==> src/rtl/psoc_audio_pkg.sv <==
// Shared audio IP definitions: stereo frame layout and I2S receiver state encoding.
// Frames carry the left sample in the upper half and the right sample in the lower half.
package psoc_audio_pkg;

    localparam int DEF_SAMPLE_BITS = 24;
    localparam int FRAME_BITS      = 2 * DEF_SAMPLE_BITS;

    localparam int LEFT_MSB  = FRAME_BITS - 1;
    localparam int LEFT_LSB  = DEF_SAMPLE_BITS;
    localparam int RIGHT_MSB = DEF_SAMPLE_BITS - 1;
    localparam int RIGHT_LSB = 0;

    typedef enum logic [1:0] {
        ST_DISABLED = 2'b00,
        ST_HUNT     = 2'b01,
        ST_LEFT     = 2'b10,
        ST_RIGHT    = 2'b11
    } rx_state_t;

endpackage

==> src/rtl/i2s_in_sync.sv <==
// Brings the three I2S pins into the clk domain and flags sclk rising edges.
// All outputs are registered together so lrclk/sdata line up with sclk_rise.
module i2s_in_sync #(
    parameter int SYNC_STAGES = 2
) (
    input  logic clk,
    input  logic rst,
    input  logic i2s_sclk,
    input  logic i2s_lrclk,
    input  logic i2s_sdata,
    output logic sclk_rise,
    output logic lrclk_s,
    output logic sdata_s
);

    logic [SYNC_STAGES-1:0] sclk_sr;
    logic [SYNC_STAGES-1:0] lrclk_sr;
    logic [SYNC_STAGES-1:0] sdata_sr;
    logic                   sclk_d;

    always_ff @(posedge clk or posedge rst) begin
        if (rst) begin
            sclk_sr   <= '0;
            lrclk_sr  <= '0;
            sdata_sr  <= '0;
            sclk_d    <= 1'b0;
            sclk_rise <= 1'b0;
            lrclk_s   <= 1'b0;
            sdata_s   <= 1'b0;
        end else begin
            sclk_sr   <= {sclk_sr[SYNC_STAGES-2:0], i2s_sclk};
            lrclk_sr  <= {lrclk_sr[SYNC_STAGES-2:0], i2s_lrclk};
            sdata_sr  <= {sdata_sr[SYNC_STAGES-2:0], i2s_sdata};
            sclk_d    <= sclk_sr[SYNC_STAGES-1];
            sclk_rise <= sclk_sr[SYNC_STAGES-1] & ~sclk_d;
            lrclk_s   <= lrclk_sr[SYNC_STAGES-1];
            sdata_s   <= sdata_sr[SYNC_STAGES-1];
        end
    end

endmodule

==> src/rtl/i2s_receiver.sv <==
// Philips I2S slave receiver: deserialises left/right slots into one stereo frame
// per lrclk period and hands it out over a valid/ready stream.
//
// Stream handshake: out_valid rises with a new frame and stays high with out_data
// stable until a cycle where out_valid & out_ready are both high; the frame is then
// consumed on that clk edge. A frame completing in the accept cycle replaces it.
module i2s_receiver
    import psoc_audio_pkg::*;
#(
    parameter int SAMPLE_BITS = DEF_SAMPLE_BITS,
    parameter int SYNC_STAGES = 2
) (
    input  logic                     clk,
    input  logic                     rst,
    input  logic                     enable,
    input  logic                     clear_flags,
    input  logic                     i2s_sclk,
    input  logic                     i2s_lrclk,
    input  logic                     i2s_sdata,
    output logic [2*SAMPLE_BITS-1:0] out_data,
    output logic                     out_valid,
    input  logic                     out_ready,
    output logic                     overflow,
    output logic                     frame_err,
    output rx_state_t                fsm_state
);

    localparam int CW = $clog2(SAMPLE_BITS + 1);
    localparam logic [CW-1:0] FULL = CW'(SAMPLE_BITS);

    logic                   sclk_rise;
    logic                   lrclk_s;
    logic                   sdata_s;
    logic                   lr_prev;
    rx_state_t              state;
    logic [CW-1:0]          bit_cnt;
    logic [SAMPLE_BITS-1:0] shreg;
    logic [SAMPLE_BITS-1:0] left_hold;
    logic                   right_done;

    i2s_in_sync #(.SYNC_STAGES(SYNC_STAGES)) u_sync (
        .clk       (clk),
        .rst       (rst),
        .i2s_sclk  (i2s_sclk),
        .i2s_lrclk (i2s_lrclk),
        .i2s_sdata (i2s_sdata),
        .sclk_rise (sclk_rise),
        .lrclk_s   (lrclk_s),
        .sdata_s   (sdata_s)
    );

    logic                   lr_edge;
    logic [SAMPLE_BITS-1:0] shifted;
    logic                   word_done;

    assign lr_edge   = lrclk_s != lr_prev;
    assign shifted   = {shreg[SAMPLE_BITS-2:0], sdata_s};
    // right_done keeps a saturated right slot from re-emitting the same frame
    assign word_done = enable && (state == ST_RIGHT) && (bit_cnt == FULL) && !right_done;
    assign fsm_state = state;

    always_ff @(posedge clk or posedge rst) begin
        if (rst) begin
            out_data   <= '0;
            out_valid  <= 1'b0;
            overflow   <= 1'b0;
            frame_err  <= 1'b0;
            lr_prev    <= 1'b0;
            state      <= ST_DISABLED;
            bit_cnt    <= '0;
            shreg      <= '0;
            left_hold  <= '0;
            right_done <= 1'b0;
        end else begin
            if (clear_flags) begin
                overflow  <= 1'b0;
                frame_err <= 1'b0;
            end
            if (out_valid && out_ready) out_valid <= 1'b0;
            if (sclk_rise) lr_prev <= lrclk_s;

            if (word_done) begin
                right_done <= 1'b1;
                if (!out_valid || out_ready) begin
                    out_data  <= {left_hold, shreg};
                    out_valid <= 1'b1;
                end else begin
                    overflow <= 1'b1;
                end
            end

            if (!enable) begin
                state      <= ST_DISABLED;
                bit_cnt    <= '0;
                shreg      <= '0;
                left_hold  <= '0;
                right_done <= 1'b0;
            end else begin
                case (state)
                    ST_DISABLED: state <= ST_HUNT;
                    ST_HUNT: begin
                        if (sclk_rise && !lrclk_s && lr_prev) begin
                            state   <= ST_LEFT;
                            bit_cnt <= '0;
                            shreg   <= '0;
                        end
                    end
                    ST_LEFT: begin
                        if (sclk_rise) begin
                            // the rise that shows the lrclk change still carries the old slot's last bit
                            if (lr_edge) begin
                                if (bit_cnt < FULL) begin
                                    frame_err <= 1'b1;
                                    state     <= ST_HUNT;
                                end else begin
                                    state      <= ST_RIGHT;
                                    bit_cnt    <= '0;
                                    shreg      <= '0;
                                    right_done <= 1'b0;
                                end
                            end else if (bit_cnt < FULL) begin
                                shreg   <= shifted;
                                bit_cnt <= bit_cnt + CW'(1);
                                if (bit_cnt == FULL - CW'(1)) left_hold <= shifted;
                            end
                        end
                    end
                    ST_RIGHT: begin
                        if (sclk_rise) begin
                            if (lr_edge) begin
                                if (bit_cnt < FULL) frame_err <= 1'b1;
                                state   <= ST_LEFT;
                                bit_cnt <= '0;
                                shreg   <= '0;
                            end else if (bit_cnt < FULL) begin
                                shreg   <= shifted;
                                bit_cnt <= bit_cnt + CW'(1);
                            end
                        end
                    end
                    default: state <= ST_DISABLED;
                endcase
            end
        end
    end

endmodule

==> config.mk <==
export PLATFORM = sky130hd
export DESIGN_NAME = i2s_receiver
export DESIGN_NICKNAME = d
export VERILOG_FILES = /design/src/rtl/psoc_audio_pkg.sv /design/src/rtl/i2s_in_sync.sv /design/src/rtl/i2s_receiver.sv
export SDC_FILE = /design/constraint.sdc
export NUM_CORES = 1
export LEC_CHECK = 0
export CAP_MARGIN = 40
export CORE_ASPECT_RATIO = 0.75
export CORE_MARGIN = 1.5
export CORE_UTILIZATION = 59
export DETAILED_ROUTE_END_ITERATION = 6
export MAX_ROUTING_LAYER = met4
export PLACE_DENSITY = 0.82
export RECOVER_POWER = 100
export SETUP_SLACK_MARGIN = 0.15
export SYNTH_ARGS = -nofsm -noshare
export SYNTH_HDL_FRONTEND = slang
export SYNTH_HIERARCHICAL = 1
export SYNTH_SLANG_ARGS = --single-unit
==> constraint.sdc <==
create_clock -name clk -period 9.1 [get_ports clk]
set_input_delay 0.91 -clock clk [delete_from_list [all_inputs] [get_ports clk]]
set_output_delay 0.91 -clock clk [all_outputs]
set_load 0.01 [all_outputs]
==> results of run 1 <==
[sequential cells by signal, summed over array words and instances (netlist names), 2 cells and up]
| name | count |
|---|---|
| u_sync/lrclk_sr | 2 |
| left_hold | 24 |
| shreg | 24 |
| u_sync/sclk_sr | 2 |
| bit_cnt | 5 |
| out_data | 48 |
| u_sync/sdata_sr | 2 |
| fsm_state | 2 |
[synth_stat cells (3+ instances only)]
cell type | count | share of area, %
a22o_2 | 24 | 5.2
and3_1 | 3 | 0.40
mux2_2 | 48 | 12
ha_1 | 6 | 1.6
buf_2 | 5 | 0.54
nand2_1 | 5 | 0.40
a31oi_1 | 3 | 0.40
dfrtp_1 | 118 | 64
inv_1 | 9 | 0.73
and2_2 | 3 | 0.49
o21ai_0 | 3 | 0.32
a22o_1 | 25 | 4.7
[path summary, 6_finish.rpt]
check / depth (start not counted) / from / slack (ns) / to
worst max-delay path: 6 / enable / 4.69 / out_data[0]
worst min-delay path: 0 / u_sync/lrclk_sr[1] / 0.35 / u_sync/lrclk_s
worst max register to register: 6 / fsm_state[0] / 5.09 / out_data[0]
worst min register to register: 0 / u_sync/lrclk_sr[1] / 0.35 / u_sync/lrclk_s
max in group asynchronous: 3 / rst / 5.29 / out_data[10]
min in group asynchronous: 2 / rst / 0.85 / u_sync/sdata_sr[0]
[metal layers]
metal | vias up | track usage [%] | part of all wire [%]
met5 | - | - | 0
met4 | 0 | 11.5 | 1.8
met3 | 24 | 5.39 | 5.2
met2 | 120 | 39.7 | 48
met1 | 1484 | 34.7 | 45
li1 | 1246 | - | -
[stage by stage]
| stage | hold slack (ns) | power (mW) | instance area, µm² | instances |
|---|---|---|---|---|
| floorplan | 0.331 | 0.633 | 4640 | 300 |
| global placement | 0.333 | 0.648 | 5230 | 446 |
| detailed placement | 0.336 | 0.656 | 5280 | 449 |
| CTS | 0.349 | 1.38 | 5930 | 481 |
| global route | 0.355 | 1.40 | 5880 | 482 |
| finish | 0.347 | 1.36 | 5880 | 482 |
[final cells by class]
class | instances | area [µm²]
Fill cell | 406 | 1580
Clock inverter | 14 | 224
Clock buffer | 18 | 428
Sequential cell | 118 | 2950
Inverter | 9 | 35.0
Tap cell | 101 | 126
Timing Repair Buffer | 66 | 662
Multi-Input combinational cell | 156 | 1450
[cell families after synthesis]
kind of cell	Yosys count
buf+inv	26
xor+xnor	2
mux	52
fa+ha+maj	6
compound gates	68
simple gates	28
flops	118
[power by group through the flow]
stage | sequential, mW | combinational, mW | clock (mW)
floorplan | 0.548 | 0.0844 | 0
global placement | 0.548 | 0.0999 | 0
detailed placement | 0.549 | 0.107 | 0
CTS | 0.540 | 0.110 | 0.733
global route | 0.540 | 0.107 | 0.756
finish | 0.539 | 0.0991 | 0.725
==> qor.txt, run 1 <==
Status -> complete, but fails checks
Failing checks -> capacitance limit, slew limit
Remaining antenna violation count -> 0
Crit path cell chain -> dlygate4sd3_1, nand4b_1, or3_1, nor2b_4, clkbuf_1, mux2_2
CTS Root Cell -> clkbuf_8
# resized after CTS -> 0
Vias in the first global route -> 2945
Largest net degree at the start of global routing -> 49
Setup WS pre-CTS -> 5.74 ns
Antenna cell count -> 0
Crit path launch type -> input port
Final WL -> 9740 µm
CP max stage delay -> 1.91 ns
Row cnt -> 27
CTS tree -> done
Synth Area in XOR/XNOR -> 0.377%
Die H -> 79.8 µm
Commonest non-fill, non-tap cell in the layout -> dfrtp_1
Crit path max fanout -> 48
Num CTS Buffers -> 17
Die W -> 105 µm
Ys async rst share -> 100%
Max H-tree Level -> 4
Wire length per cell -> 20.2 µm
Worst EP required -> 9.48 ns
RSZ-0062 raised after global routing -> false
Max Clk Rate -> 227 MHz
Final nets -> 382
Ratio of final minimum period to clock period -> 48.5%
Fin crit period -> 4.41 ns
Setup Buffers After CTS -> 0
Post-Synthesis Cells -> 300
Placer Congestion -> 0.957
DRC violations left -> 0
Vias -> 2874
Seq/Total Area, Yosys -> 63.6%
CP max stage cell -> clkbuf_1
EDFF count, synth -> 0
Seq cells post-synth -> 118
Clock power share -> 53.2%
Synth warn -> 6
Power per cell area -> 232 nW/µm²
Endpoints failing hold -> 0
Final setup slack of the worst path -> 4.69 ns
DR pass1 iterations -> 4
Adder-Cell Fraction of Synth Area -> 1.62%
Switching share of power -> 23.4%
Compound-Gate Fraction of Synth Area -> 13.4%
First-pass GRT wire length -> 15800 µm
Total gr overflow -> 0
Final setup violating endpoints -> 0
Post-CTS Hold Buffers -> 0
DP HPWL -> 5570 µm
CP top delay family -> buffers and inverters
Clock Skew -> 0.00910 ns
Layout area overhead -> 26.7%
Max transition margin -> -81.5%
Element type at the critical path end -> flop
Max cap viols -> 3
GRT Total Usage -> 26.2%
Port Buffers -> 60
Final core occ -> 78.8%
Die ar. -> 8410 µm²
Post-Synth Simple-Gate Area -> 4.26%
Syn Area/Cell -> 15.5 µm²
Share of post-route cells with drive strength above 1 -> 30.7%
Clock Sinks -> 118
Pleak -> 2.97 nW
Clk Latency, worst-skew pair -> 0.51 ns
Min-delay worst type -> reg -> reg
Mapped Nets -> 314
Core area -> 7470 µm²
Count of pins over their slew limit -> 122
Clk slew on worst S/H paths -> 0.06 ns
Largest family of logic cells by synthesized area -> compound AO/OA/AOI/OAI gates
Critical path class -> in -> reg
Antenna violations before repair -> 0
Comb power frac -> 7.3%
Peak VDD IR -> 165 µV
Buffers & Inverters on Critical Path -> 2
Starting Density -> 62.2%
Most used DFF post-synth -> dfrtp_1
Mux share of post-synthesis cell area -> 12.6%
Internal power -> 1.04 mW
Sw power -> 0.319 mW
Actual slew at the worst max-slew pin -> 2.72 ns
CTS Buffer Depth -> 2
Post-Syn Area -> 4640 µm²
Sum of negative setup slack -> 0 ns
I/O pins -> 61
Critical Path AT -> 4.79 ns
Netlist cell types -> 48
Initial drt markers -> 165
Sequential Power Share -> 39.6%
Most frequent cells in the layout -> dfrtp_1, dlygate4sd3_1, mux2_2, a22o_1, a22o_2
Vias per cell -> 5.96
Note: power is estimated with default switching activity, not from simulation.
==> inputs of run 2 (changes only) <==
--- a/config.mk
+++ b/config.mk
@@ -8,10 +8,10 @@
 export CAP_MARGIN = 40
 export CORE_ASPECT_RATIO = 0.75
 export CORE_MARGIN = 1.5
-export CORE_UTILIZATION = 59
+export CORE_UTILIZATION = 54
 export DETAILED_ROUTE_END_ITERATION = 6
 export MAX_ROUTING_LAYER = met4
-export PLACE_DENSITY = 0.82
+export PLACE_DENSITY = 0.75
 export RECOVER_POWER = 100
 export SETUP_SLACK_MARGIN = 0.15
 export SYNTH_ARGS = -nofsm -noshare
==> constraint.sdc (replaced) <==
create_clock -name clk -period 4.6 [get_ports clk]
set_input_delay 0.46 -clock clk [delete_from_list [all_inputs] [get_ports clk]]
set_output_delay 0.46 -clock clk [all_outputs]
set_load 0.01 [all_outputs]
==> qor.txt, run 2 (synthesis gave the netlist of run 1 again) <==
First-pass GRT wire length -> 14400 µm
Vias -> 2784
Count of pins over their slew limit -> 34
Hold Path Sink -> u_sync/sdata_sr[1]
Crit path cell chain -> inv_1, ha_1, or2_2, a221oi_1, and3_1, a22o_2
Vias in the first global route -> 2814
Peak VDD IR -> 296 µV
Placer Congestion -> 0.892
Max transition margin -> -6.70%
CTS tree -> done
Actual slew at the worst max-slew pin -> 1.59 ns
Die W -> 110 µm
Clk Latency, worst-skew pair -> 0.41 ns
Clock Skew -> 0.0110 ns
Antenna violations before repair -> 0
Power per cell area -> 435 nW/µm²
Placed insts -> 456
Vias per cell -> 5.70
DRC violations left -> 0
Crit path max fanout -> 26
Antenna cell count -> 0
Max cap viols -> 1
FF-to-FF setup slack -> 1.59 ns
Commonest non-fill, non-tap cell in the layout -> dfrtp_1
Max H-tree Level -> 4
Failing checks -> capacitance limit, slew limit
CP top delay family -> simple AND/OR/NAND/NOR gates
DP HPWL -> 5300 µm
Cell Area, Placed -> 5300 µm²
Number of flip-flops in the largest register -> 48
Final instance area -> 5830 µm²
Buffers & Inverters on Critical Path -> 1
Fin cells -> 488
Setup Buffers After CTS -> 0
Critical path class -> reg -> reg
Remaining antenna violation count -> 0
Layout area overhead -> 25.7%
Max Clk Rate -> 332 MHz
Filler cell count -> 591
DR pass1 iterations -> 4
Total Power -> 2.54 mW
Clock Sinks -> 118
Largest net degree at the start of global routing -> 53
Hold_sp -> u_sync/sdata_sr[0]
CTS Root Cell -> clkbuf_16
Die H -> 83.3 µm
CP max stage cell -> and3_1
Final setup violating endpoints -> 0
Wire length per cell -> 17.4 µm
Share of post-route cells with drive strength above 1 -> 30.3%
Regs by FF count -> out_data: 48 flops, left_hold: 24 flops, shreg: 24 flops
CP max stage delay -> 0.84 ns
GRT Total Usage -> 21.9%
Worst r2r src -> fsm_state[0]
Worst Setup SP -> fsm_state[0]
Num CTS Buffers -> 17
Total gr overflow -> 0
Pleak -> 2.96 nW
Crit path launch type -> flop
# resized after CTS -> 0
Endpoints failing hold -> 0
Initial drt markers -> 158
Row cnt -> 29
CTS Buffer Depth -> 2
Largest register by flop count -> out_data
R2R cell count -> 6
Die ar. -> 9170 µm²
I/O pins -> 61
Post-CTS Hold Buffers -> 0
Worst EP required -> 4.94 ns
Worst r2r dst -> shreg[3]
Port Buffers -> 60
Hold depth -> 0
RSZ-0062 raised after global routing -> false
Fin crit period -> 3.01 ns
Clk slew on worst S/H paths -> 0.05 ns
Final WL -> 8490 µm
Most frequent cells in the layout -> dfrtp_1, dlygate4sd3_1, mux2_2, a22o_1, a22o_2
Critical Path AT -> 3.35 ns
Final nets -> 381
Core area -> 8380 µm²
Ratio of final minimum period to clock period -> 65.5%
Element type at the critical path end -> flop
Sum of negative setup slack -> 0 ns
Starting Density -> 55.4%
Status -> complete, but fails checks
Min-delay worst type -> reg -> reg
==> run 2: final cells by class <==
| type | count | area (µm²) | share of cell area [%] |
|---|---|---|---|
| Multi-Input combinational cell | 156 | 1470 | 25.1 |
| Clock buffer | 24 | 492 | 8.43 |
| Tap cell | 108 | 135 | 2.32 |
| Inverter | 9 | 35.0 | 0.601 |
| Clock inverter | 8 | 96.3 | 1.65 |
| Timing Repair Buffer | 65 | 656 | 11.2 |
| Sequential cell | 118 | 2950 | 50.6 |
==> run 2: metrics by stage <==
step	hold WS (ns)	worst slack, ns	util (%)
floorplan	0.300	1.29	-
global placement	0.334	1.80	62.5
detailed placement	0.335	1.75	63.2
CTS	0.346	1.97	70.2
global route	0.347	1.04	69.6
finish	0.345	1.59	69.6
==> run 2: how the worst max path moves through the flow <==
stage	endpoint	slack, ns	depth (start not counted)
after floorplan	bit_cnt[0]	1.29	1
after global placement	out_data[21]	1.80	6
after detailed placement	out_data[42]	1.75	6
after CTS	shreg[3]	1.97	6
after global routing	out_data[18]	1.04	4
final	shreg[3]	1.59	6
==> run 2: worst reg2reg max path: cells and delay by family (launching register included) <==
kind | cells | cell delay, ns
AO/OA/AOI/OAI | 2 | 1.00
adder cells (fa/ha/maj) | 1 | 0.30
buffers and inverters | 1 | 0.09
flip-flops | 1 | 0.38
AND/OR/NAND/NOR | 2 | 1.16
==> run 2: power breakdown <==
group	internal (mW)	switching (mW)
logic	0.0646	0.126
registers	1.05	0.0123
clock network	0.851	0.433
==> run 2: layer usage <==
layer	up-vias	routed length, µm	track usage [%]
met2	91	3870	29.8
met1	1427	4120	30.8
met4	0	112	8.85
li1	1248	-	-
met3	18	391	6.36
met5	-	0	-
